## src/rtl/serial_adder_pkg.sv

```systemverilog
// rtl/serial_adder_pkg.sv - state encodings and counter sizing for serial_adder
package serial_adder_pkg;

  typedef enum logic [1:0] {
    ST_IDLE  = 2'b00,
    ST_SHIFT = 2'b01,
    ST_DONE  = 2'b10
  } state_e;

  // A one-bit adder still needs a one-bit counter to hold its step index.
  function automatic int cnt_width(input int width);
    return (width <= 1) ? 1 : $clog2(width);
  endfunction

endpackage

```

## src/rtl/my_ha.sv

```systemverilog
// rtl/my_ha.sv - one-bit half adder
module my_ha (
  input  logic a,
  input  logic b,
  output logic s,
  output logic c
);

  assign s = a ^ b;
  assign c = a & b;

endmodule

```

## src/rtl/serial_fa_cell.sv

```systemverilog
// rtl/serial_fa_cell.sv - combinational full-adder cell built from two half adders
module serial_fa_cell (
  input  logic x,
  input  logic y,
  input  logic ci,
  output logic s,
  output logic co
);

  logic s0, c0, c1;

  my_ha u_ha0 (.a(x),  .b(y),  .s(s0), .c(c0));
  my_ha u_ha1 (.a(s0), .b(ci), .s(s),  .c(c1));

  assign co = c0 | c1;

endmodule

```

## src/rtl/serial_adder.sv

```systemverilog
// rtl/serial_adder.sv - bit-serial LSB-first adder with valid/ready operand and result handshakes
module serial_adder
  import serial_adder_pkg::*;
#(
  parameter int WIDTH = 8
) (
  input  logic             clk,
  input  logic             rst_n,
  input  logic             in_valid,
  output logic             in_ready,
  input  logic [WIDTH-1:0] a,
  input  logic [WIDTH-1:0] b,
  output logic             out_valid,
  input  logic             out_ready,
  output logic [WIDTH-1:0] sum,
  output logic             cout
);

  localparam int            CW   = cnt_width(WIDTH);
  localparam logic [CW-1:0] LAST = CW'(WIDTH - 1);

  state_e           state_q, state_d;
  logic [WIDTH-1:0] sa_q, sa_d, sb_q, sb_d, sum_q, sum_d;
  logic [CW-1:0]    cnt_q, cnt_d;
  logic             carry_q, carry_d, cout_q, cout_d;
  logic             cell_s, cell_co;

  serial_fa_cell u_cell (
    .x  (sa_q[0]),
    .y  (sb_q[0]),
    .ci (carry_q),
    .s  (cell_s),
    .co (cell_co)
  );

  always_comb begin
    state_d = state_q;
    sa_d    = sa_q;
    sb_d    = sb_q;
    sum_d   = sum_q;
    cnt_d   = cnt_q;
    carry_d = carry_q;
    cout_d  = cout_q;
    case (state_q)
      ST_IDLE: begin
        if (in_valid) begin
          state_d = ST_SHIFT;
          sa_d    = a;
          sb_d    = b;
          sum_d   = '0;
          cnt_d   = '0;
          carry_d = 1'b0;
        end
      end
      ST_SHIFT: begin
        // Sum bits enter at the MSB so the LSB lands at bit 0 after WIDTH steps.
        sum_d   = (sum_q >> 1) | (WIDTH'(cell_s) << (WIDTH - 1));
        carry_d = cell_co;
        sa_d    = sa_q >> 1;
        sb_d    = sb_q >> 1;
        cnt_d   = cnt_q + CW'(1);
        if (cnt_q == LAST) begin
          state_d = ST_DONE;
          cout_d  = cell_co;
        end
      end
      ST_DONE: begin
        if (out_ready) state_d = ST_IDLE;
      end
      default: state_d = ST_IDLE;
    endcase
  end

  always_ff @(posedge clk or negedge rst_n) begin
    if (!rst_n) begin
      state_q <= ST_IDLE;
      sa_q    <= '0;
      sb_q    <= '0;
      sum_q   <= '0;
      cnt_q   <= '0;
      carry_q <= 1'b0;
      cout_q  <= 1'b0;
    end else begin
      state_q <= state_d;
      sa_q    <= sa_d;
      sb_q    <= sb_d;
      sum_q   <= sum_d;
      cnt_q   <= cnt_d;
      carry_q <= carry_d;
      cout_q  <= cout_d;
    end
  end

  assign in_ready  = (state_q == ST_IDLE);
  assign out_valid = (state_q == ST_DONE);
  assign sum       = sum_q;
  assign cout      = cout_q;

endmodule

```

## config.mk

```make
export PLATFORM = sky130hd
export DESIGN_NAME = serial_adder
export DESIGN_NICKNAME = d
export VERILOG_FILES = /design/src/rtl/serial_adder_pkg.sv /design/src/rtl/my_ha.sv /design/src/rtl/serial_fa_cell.sv /design/src/rtl/serial_adder.sv
export SDC_FILE = /design/constraint.sdc
export NUM_CORES = 1
export LEC_CHECK = 0
export CAP_MARGIN = 20
export CORE_ASPECT_RATIO = 0.75
export CORE_MARGIN = 2
export CORE_UTILIZATION = 25
export CTS_CLUSTER_DIAMETER = 150
export DETAILED_ROUTE_END_ITERATION = 8
export DONT_BUFFER_PORTS = 1
export HOLD_SLACK_MARGIN = 0.15
export PLACE_DENSITY_LB_ADDON = 0.15
export SKIP_CTS_REPAIR_TIMING = 1
export SLEW_MARGIN = 10
export SYNTH_ARGS = -nofsm -noshare
export SYNTH_HDL_FRONTEND = slang
export SYNTH_HIERARCHICAL = 1
export SYNTH_SLANG_ARGS = --single-unit
```

## constraint.sdc

```tcl
create_clock -name clk -period 2.05 [get_ports clk]
set_clock_uncertainty 0.2 [all_clocks]
set_input_delay 0.41 -clock clk [delete_from_list [all_inputs] [get_ports clk]]
set_output_delay 0.41 -clock clk [all_outputs]
set_load 0.05 [all_outputs]
```

==> impl_metrics.csv, run 1 <==
group,metric,value,unit
setup_path,arrival,1.28,ns
timing,fin_crit,1.894,ns
logic_synthesis,syn_avg_cell_area,11.28,um2
placed_design,dpl.hpwl,2.197,mm
logic_synthesis,synth_seq_area_share,0.5373,
logic_synthesis,synthCells,128,
layout,finalNonFillerCells,215,
logic_synthesis,yosysWarnings,6,
logic_synthesis,synth_most_common_cell,"dfrtp_1",
logic_synthesis,synth_top_cell_by_area,"dfrtp_1",
route,drtIter0Drc,28,
global_routing,met2_usage,0.1430,
global_routing,antenna_found_initial,0,
placed_design,numPlacedInstances,200,
placed_design,gp_congestion,0.7052,
pwr,p_per_area,1680,mW/mm2
logic_synthesis,synth_common_cells,"31 x dfrtp_1, 18 x nor3_1, 11 x a22o_1",
route,drt_first_pass_iters,5,
global_routing,overflow,0,
global_routing,grt_most_used_layer,"met1",
timing,fin_crit_sh,0.9240,
pwr,p_leak,0.7434,nW
cts,htreeDepth,2,
run_status,status,"finished clean",
logic_synthesis,synth_edf_count,0,
route,route.vias.total,1007,
cts,cts_buffer_depth,2,
logic_synthesis,async_flop_share,1.000,
floorplanning,start_util,0.2641,
global_routing,grt.met1_usage,0.1607,
cts,clock_sinks,31,
pwr,power,2.835,mW
floorplanning,rows,23,
setup_path,end_kind,"primary output",
job,cap_violations,0,
setup_path,critPathKind,"flop to primary output",
floorplanning,dieArea,0.006406,mm2
timing,drv_slew,0,
timing,relSlewSlack,0.6475,
route,wl_per_cell,14.85,um
floorplanning,fp.dieH,69.82,um
logic_synthesis,synth_nets,152,
cts,clkTransAtPathRegs,0.06,ns
logic_synthesis,ys_ff_latch,31,
setup_path,critPathMaxFanout,10,
timing,finalHoldViolCount,0,
worst_hold_path,hold_path.class,"input pin to flop",
cts,cts_tree,"built",
global_routing,track_usage,0.1095,
timing,rsz0062_at_grt,"false",
timing,setup_viol,0,
timing,tns,0,ns
logic_synthesis,ys_types,26,
route,drc,0,
global_routing,grt_max_degree,32,
layout,layout-drive-gt1-share,0.1655,
route,vias_per_cell,4.684,
placed_design,numPortBuffers,0,
global_routing,grt_pass1_vias,1004,
floorplanning,coreArea,0.005468,mm2
setup_path,start_kind,"flop",
layout,final_core_util,0.3087,
pwr,peakVddDrop,355.8,uV
global_routing,global_route.usage.met3,0.03913,
logic_synthesis,yosys_most_used_dff,"dfrtp_1",
floorplanning,die_x,91.76,um
route,wirelength,3.192,mm
setup_path,required,1.44,ns
logic_synthesis,synth_area_leaders,"dfrtp_1 54%, a22o_1 6.7%, nor3_1 6.2%",
logic_synthesis,synth_top_cell_area_share,0.5373,
logic_synthesis,synth.cell_area,0.001444,mm2
timing,clock.fmax,527.9,MHz
route,ant_nets,0,
timing,worst_pin_slew,0.5287,ns
floorplanning,ios,31,
cts,cts_root_buffer,"clkbuf_8",
cts,numCtsBuffers,5,
cts,clk_latency,0.27,ns
layout,syn_to_final_growth,16.90,%
global_routing,grt_pass1_wl,5.492,mm
layout,nets,162,
## routing by layer
metal  up-vias  wire [um]
met2        23       1427
met4         0         49
met1       493       1545
met5         -          0
met3         4        169
li1        487          -
## power by group
part / leakage (nW) / internal [mW] / switching (mW)
logic: 0.306 / 0.457 / 0.453
registers: 0.386 / 0.890 / 0.512
clock network: 0.0515 / 0.306 / 0.217
## final timing paths
| kind | from | slack, ns | cells after the start | end |
|---|---|---|---|---|
| worst min-delay path | in_valid | 0.16 | 2 | sb_q[6] |
| min in group asynchronous | rst_n | 0.38 | 2 | sa_q[6] |
| worst max register to register | sa_q[0] | 0.35 | 4 | cout |
| worst min register to register | cnt_q[1] | 0.30 | 1 | cnt_q[1] |
| max in group asynchronous | rst_n | 1.09 | 2 | sum[2] |
| worst max-delay path | state_q[0] | 0.16 | 4 | out_valid |
## cell families (layout without fill, tap and decap cells)
| logic type | count (synthesis) | after routing | share of synthesized area |
|---|---|---|---|
| muxes | 1 | 1 | 0.01040 |
| other | 0 | 1 | 0 |
| buffers and inverters | 11 | 22 | 0.06066 |
| adders and majority gates | 4 | 4 | 0.03466 |
| AOI/OAI and AO/OA | 32 | 32 | 0.1785 |
| and+or+nand+nor | 49 | 49 | 0.1785 |
| DFF | 31 | 31 | 0.5373 |
## area by class of cell
class,count,area (um2)
fill,570,3780
multi-input combinational,86,580.6
antenna,1,2.502
tap,75,93.84
inverter,2,7.507
sequential,31,775.7
clock buffer,8,100.1
timing repair buffer,12,127.6
## per-stage QoR
step	cell area (um2)	setup slack (ns)	hold WS [ns]
2_1_floorplan	1444	0.1310	-0.08559
3_3_place_gp	1515	0.3760	-0.08488
3_5_place_dp	1515	0.3576	-0.08514
4_1_cts	1615	0.04818	-0.3849
5_1_grt	1685	0.06753	0.1553
6_report	1688	0.1558	0.1566
## cells in the final DEF, fill, tap and decap left out, drive strengths merged
| cell type | instances |
|---|---|
| o221a | 3 |
| dfrtp | 31 |
| o21ba | 1 |
| or2 | 1 |
| o21ai | 9 |
| a221o | 5 |
| nor3 | 18 |
| inv | 2 |
| o21bai | 1 |
| nor2 | 8 |
| a22o | 11 |
| nor2b | 2 |
| nand2 | 9 |
| mux2 | 1 |
| nand3b | 3 |
| a32o | 1 |
| nand2b | 8 |
| diode | 1 |
| ha | 4 |
| a21oi | 1 |
| clkbuf | 8 |
| dlygate4sd3 | 5 |
| buf | 7 |
## worst max-delay path, stage by stage (launching register included)
cell,delay [ns]
dfrtp_1,0.48
inv_2,0.18
nand2_1,0.09
inv_1,0.11
buf_12,0.14
## flip-flops by register name, summed over array words and instances (netlist names)
| register | count |
|---|---|
| sum | 8 |
| state_q | 2 |
| carry_q | 1 |
| sb_q | 8 |
| cout | 1 |
| sa_q | 8 |
| cnt_q | 3 |
Power figures use the tool's default switching activity.
==> inputs of run 2 (changes only) <==
- CORE_UTILIZATION: 25 -> 50
- SYNTH_HIERARCHICAL: 1 -> not set
==> impl_metrics.csv, run 2 <==
group,metric,value,unit
run_status,status,"finished clean",
cts,cts_tree,"built",
cts,cts_buffer_depth,2,
timing,drv_slew,0,
timing,worst_pin_slew,0.5050,ns
global_routing,grt_pass1_vias,929,
logic_synthesis,synth_most_common_cell,"dfrtp_1",
global_routing,grt_max_degree,32,
placed_design,dpl.hpwl,1.925,mm
worst_hold_path,hold_path.class,"input pin to flop",
setup_path,slowest_stage,"dfrtp_1",
pwr,p_leak,0.6734,nW
layout,antenna_cells,0,
floorplanning,start_util,0.5305,
timing,fin_crit,1.886,ns
layout,final_core_util,0.5902,
pwr,p_sw_frac,0.4222,
route,route.vias.total,984,
logic_synthesis,synthCells,116,
route,ant_nets,0,
setup_path,required,1.44,ns
global_routing,antenna_found_initial,0,
global_routing,overflow,0,
logic_synthesis,synth.cell_area,0.001391,mm2
logic_synthesis,synth_edf_count,0,
route,wirelength,2.843,mm
cts,clock_sinks,31,
route,vias_per_cell,6.150,
setup_path,cp_top_family,"flip-flops",
job,cap_violations,0,
timing,finalHoldViolCount,0,
logic_synthesis,synth_top_cell_by_area,"dfrtp_1",
layout,finalNonFillerCells,160,
cts,htreeDepth,2,
pwr,intPower,1.610,mW
layout,nets,146,
cts,clkTransAtPathRegs,0.06,ns
logic_synthesis,yosys_most_used_dff,"dfrtp_1",
route,drt_first_pass_iters,4,
timing,relSlewSlack,0.6633,
layout,layout_commonest_cell,"dfrtp_1",
floorplanning,fp.dieH,49.69,um
placed_design,numPlacedInstances,147,
layout,final_cell_mix,"31 x dfrtp_1, 21 x o22ai_1, 9 x a22o_1",
setup_path,start_kind,"flop",
logic_synthesis,yosysWarnings,0,
placed_design,numPortBuffers,0,
logic_synthesis,async_flop_share,1.000,
pwr,peakVddDrop,725.5,uV
setup_path,critPathMaxFanout,11,
setup_path,end_kind,"primary output",
timing,rsz0062_at_grt,"false",
route,wl_per_cell,17.77,um
timing,clock.fmax,530.2,MHz
logic_synthesis,syn_avg_cell_area,11.99,um2
logic_synthesis,synth_common_cells,"31 x dfrtp_1, 21 x o22ai_1, 9 x a22o_1",
pwr,power,2.786,mW
logic_synthesis,synth_area_leaders,"dfrtp_1 56%, o22ai_1 9.4%, a22o_1 5.7%",
logic_synthesis,ys_types,27,
pwr,combPwrFrac,0.313,
pwr,p_seq_frac,0.502,
timing,tns,0,ns
timing,setup_viol,0,
setup_path,crit_chain,"inv_2 -> nor2_1 -> buf_4",
cts,cts_root_buffer,"clkbuf_8",
route,drtIter0Drc,64,
setup_path,cp.buffers_inverters,2,
floorplanning,ios,31,
setup_path,arrival,1.28,ns
floorplanning,rows,16,
cts,numCtsBuffers,5,
global_routing,track_usage,0.1962,
layout,syn_to_final_growth,11.24,%
logic_synthesis,synth_nets,139,
floorplanning,die_x,64.91,um
pwr,p_per_area,1800,mW/mm2
placed_design,gp_congestion,0.7316,
logic_synthesis,ys_ff_latch,31,
setup_path,ff2ff_setup_slack,0.41,ns
setup_path,critPathKind,"flop to primary output",
floorplanning,dieArea,0.003225,mm2
cts,clk_latency,0.28,ns
setup_path,critPathMaxStageDelay,0.62,ns
pwr,p_sw,1.177,mW
route,drc,0,
timing,fin_crit_sh,0.9201,
layout,layout-drive-gt1-share,0.1532,
pwr,power_frac_clock,0.185,
logic_synthesis,synth_top_cell_area_share,0.5576,
logic_synthesis,synth_seq_area_share,0.5576,
floorplanning,coreArea,0.002623,mm2
global_routing,grt_pass1_wl,4.609,mm
[run 2: final timing paths]
path	start	to	cells past startpoint
worst max-delay path	state_q[1]	out_valid	3
worst min-delay path	a[3]	sa_q[3]	2
worst max register to register	state_q[0]	sb_q[6]	2
worst min register to register	cnt_q[2]	cnt_q[2]	1
max in group asynchronous	rst_n	cnt_q[1]	2
min in group asynchronous	rst_n	sb_q[5]	2
[run 2: final cells by class]
cell class                 instances  area (um2)
clock buffer                       8       100.1
fill                             225        1075
inverter                           5       21.27
multi-input combinational         72       523.0
sequential                        31       775.7
tap                               36       45.04
timing repair buffer               8       82.58
[run 2: routing by layer]
| metal | share of wire | GRT usage | vias to the layer above | routed length [um] |
|---|---|---|---|---|
| met5 | 0 | 0 | - | 0 |
| met4 | 0.010 | 0.06383 | 0 | 29 |
| met3 | 0.062 | 0.07078 | 4 | 175 |
| met2 | 0.46 | 0.2698 | 28 | 1295 |
| met1 | 0.47 | 0.2872 | 496 | 1342 |
| li1 | - | - | 456 | - |
[run 2: per-stage QoR]
| stage | setup slack [ns] | hold WS (ns) | instance area (um2) |
|---|---|---|---|
| 6_report | 0.1638 | 0.1440 | 1548 |
| 5_1_grt | 0.05513 | 0.1519 | 1548 |
| 4_1_cts | 0.1430 | -0.3867 | 1488 |
| 3_5_place_dp | 0.4195 | -0.08484 | 1388 |
| 3_3_place_gp | 0.4690 | -0.08492 | 1388 |
| 2_1_floorplan | 0.1277 | -0.08559 | 1391 |
[run 2: power by group through the flow]
stage	clock network (mW)	registers, mW	logic (mW)
floorplan	0	1.31	0.807
finish	0.515	1.40	0.873
global route	0.558	1.44	0.980
detailed placement	0	1.41	0.851
CTS	0.535	1.40	0.856
global placement	0	1.40	0.813
[run 2: kinds of logic after synthesis]
| logic type | Yosys count | share of synthesized area |
|---|---|---|
| buffers and inverters | 13 | 0.06654 |
| flip-flops | 31 | 0.5576 |
| AND/OR/NAND/NOR | 16 | 0.07374 |
| adder cells (fa/ha/maj) | 3 | 0.03237 |
| AO/OA/AOI/OAI | 53 | 0.2698 |
==> inputs of run 3 (changes only) <==
- ABC_AREA: not set -> 1
==> impl_metrics.csv, run 3 <==
group,metric,value,unit
run_status,status,"finished clean",
timing,finalHoldViolCount,0,
floorplanning,rows,17,
placed_design,gp_congestion,0.7896,
global_routing,grt_pass1_wl,4.719,mm
global_routing,grt_pass1_vias,1108,
layout,antenna_cells,0,
route,drt_first_pass_iters,4,
placed_design,placed_area,0.001530,mm2
layout,final_core_util,0.5835,
floorplanning,start_util,0.5195,
floorplanning,coreArea,0.002914,mm2
timing,clock.fmax,539.6,MHz
logic_synthesis,synth_common_cells,"87 x nand2_1, 35 x inv_1, 31 x dfrtp_1",
route,route.vias.total,1161,
setup_path,crit_chain,"nor2_1 -> buf_4",
cts,clock_sinks,31,
timing,setup_viol,0,
logic_synthesis,yosys_most_used_dff,"dfrtp_1",
timing,worst_pin_slew,0.6495,ns
route,wirelength,2.937,mm
layout,nets,228,
cts,htreeDepth,2,
timing,relSlewSlack,0.5654,
logic_synthesis,synth_nets,219,
floorplanning,dieArea,0.003489,mm2
setup_path,end_kind,"primary output",
pwr,p_per_area,1651,mW/mm2
logic_synthesis,synth_area_leaders,"dfrtp_1 51%, nand2_1 22%, inv_1 8.7%",
global_routing,antenna_found_initial,0,
logic_synthesis,synth_top_cell_area_share,0.5124,
setup_path,arrival,1.24,ns
setup_path,start_kind,"flop",
layout,fillers,268,
logic_synthesis,synth.area.mux_share,0,
global_routing,overflow,0,
setup_path,cp.buffers_inverters,1,
cts,clk_latency,0.28,ns
route,drtIter0Drc,80,
cts,cts_root_buffer,"clkbuf_8",
pwr,peakVddDrop,698.7,uV
cts,cts_buffer_depth,2,
layout,layout-drive-gt1-share,0.07767,
pwr,intPower,1.526,mW
setup_path,critPathMaxStageDelay,0.65,ns
layout,final_cell_mix,"87 x nand2_1, 35 x inv_1, 31 x dfrtp_1",
logic_synthesis,syn_avg_cell_area,7.724,um2
logic_synthesis,ys_ff_latch,31,
setup_path,critPathKind,"flop to primary output",
logic_synthesis,synth-xor-area-share,0,
global_routing,track_usage,0.1881,
pwr,p_seq_frac,0.476,
route,drc,0,
logic_synthesis,synth.cell_area,0.001514,mm2
setup_path,required,1.44,ns
placed_design,numPortBuffers,0,
timing,fin_crit,1.853,ns
setup_path,critPathMaxFanout,14,
floorplanning,fp.dieH,51.66,um
pwr,p_sw_frac,0.4564,
pwr,p_sw,1.281,mW
floorplanning,die_x,67.54,um
cts,cts_tree,"built",
logic_synthesis,synth-simple-area-share,0.2950,
logic_synthesis,synth_edf_count,0,
logic_synthesis,async_flop_share,1.000,
logic_synthesis,synth_top_family_by_area,"simple AND/OR/NAND/NOR gates",
layout,multiInputGateArea,549.3,um2
timing,tns,0,ns
cts,clkTransAtPathRegs,0.06,ns
placed_design,dpl.hpwl,1.888,mm
logic_synthesis,synth_adder_area_share,0.02975,
route,wl_per_cell,12.04,um
logic_synthesis,synth_compound_gate_area_share,0.03802,
pwr,p_leak,0.9813,nW
pwr,combPwrFrac,0.338,
layout,syn_to_final_growth,12.31,%
floorplanning,ios,31,
layout,ff_latch_area,775.7,um2
worst_hold_path,hold_path.class,"input pin to flop",
job,cap_violations,0,
layout,layout_commonest_cell,"nand2_1",
timing,drv_slew,0,
global_routing,grt_max_degree,32,
pwr,power_frac_clock,0.185,
timing,rsz0062_at_grt,"false",
setup_path,slowest_stage,"dfrtp_1",
route,ant_nets,0,
timing,fin_crit_sh,0.9041,
setup_path,cp_top_family,"flip-flops",
route,vias_per_cell,4.758,
logic_synthesis,ys_types,18,
logic_synthesis,synth_seq_area_share,0.5124,
logic_synthesis,synth_most_common_cell,"nand2_1",
layout,stdcell_area,0.001700,mm2
logic_synthesis,yosysWarnings,0,
cts,numCtsBuffers,5,
logic_synthesis,synthCells,196,
logic_synthesis,synth_top_cell_by_area,"dfrtp_1",
[run 3: changes by cell type after synthesis, moves of 3 or more]
cell,change
nand2_1,+83
inv_1,+32
o22ai_1,-20
nand3_1,+17
a22o_1,-9
a21oi_1,-6
a2bb2oi_1,-6
buf_6,-3
nand2b_1,-3
[run 3: cell families after synthesis]
group / Yosys count
AO/OA/AOI/OAI: 9
adder cells (fa/ha/maj): 3
buffers and inverters: 43
AND/OR/NAND/NOR: 110
flip-flops: 31
[run 3: area by class of cell]
class / count / area share
inverters: 36 / 0.07947
well taps: 38 / 0.02796
clock buffers: 8 / 0.05887
multi-input cells: 122 / 0.3230
repair buffers: 9 / 0.05445
flip-flops and latches: 31 / 0.4562
[run 3: layer usage]
| metal | track usage | vias up | share of wire |
|---|---|---|---|
| met2 | 0.2876 | 18 | 0.46 |
| met5 | 0 | - | 0 |
| met4 | 0.09524 | 0 | 0.014 |
| met1 | 0.2407 | 542 | 0.50 |
| li1 | - | 596 | - |
| met3 | 0.05844 | 5 | 0.031 |
[run 3: path summary, 6_finish.rpt]
check	start	to	slack, ns	cells past startpoint
min	a[6]	sa_q[6]	0.15	4
max reg2reg	state_q[0]	sb_q[3]	0.31	4
max in group asynchronous	rst_n	sb_q[0]	1.10	2
min reg2reg	sa_q[6]	sa_q[6]	0.28	2
max	state_q[0]	out_valid	0.20	2
min in group asynchronous	rst_n	sb_q[5]	0.38	2
[run 3: power groups by stage]
stage,clock network [mW],registers [mW],logic [mW]
floorplan,0,1.28,0.828
global placement,0,1.34,0.890
detailed placement,0,1.35,0.930
CTS,0.534,1.34,0.936
global route,0.562,1.37,1.10
finish,0.520,1.34,0.950
[run 3: metrics by stage]
step	setup slack [ns]	std cells	power (mW)	hold WS, ns
final	0.1967	244	2.807	0.1497
after global routing	0.08512	244	3.037	0.1629
after CTS	0.1858	238	2.808	-0.3862
after detailed placement	0.3278	230	2.276	-0.08492
after global placement	0.4039	230	2.226	-0.08495
after floorplan	0.1840	196	2.111	-0.08559
[run 3: worst reg2reg max path: stages (launching register included)]
cell and delay (ns):
dfrtp_1 0.65, nand2_2 0.36, nand2_4 0.29, nand3_1 0.11, nand2_1 0.08
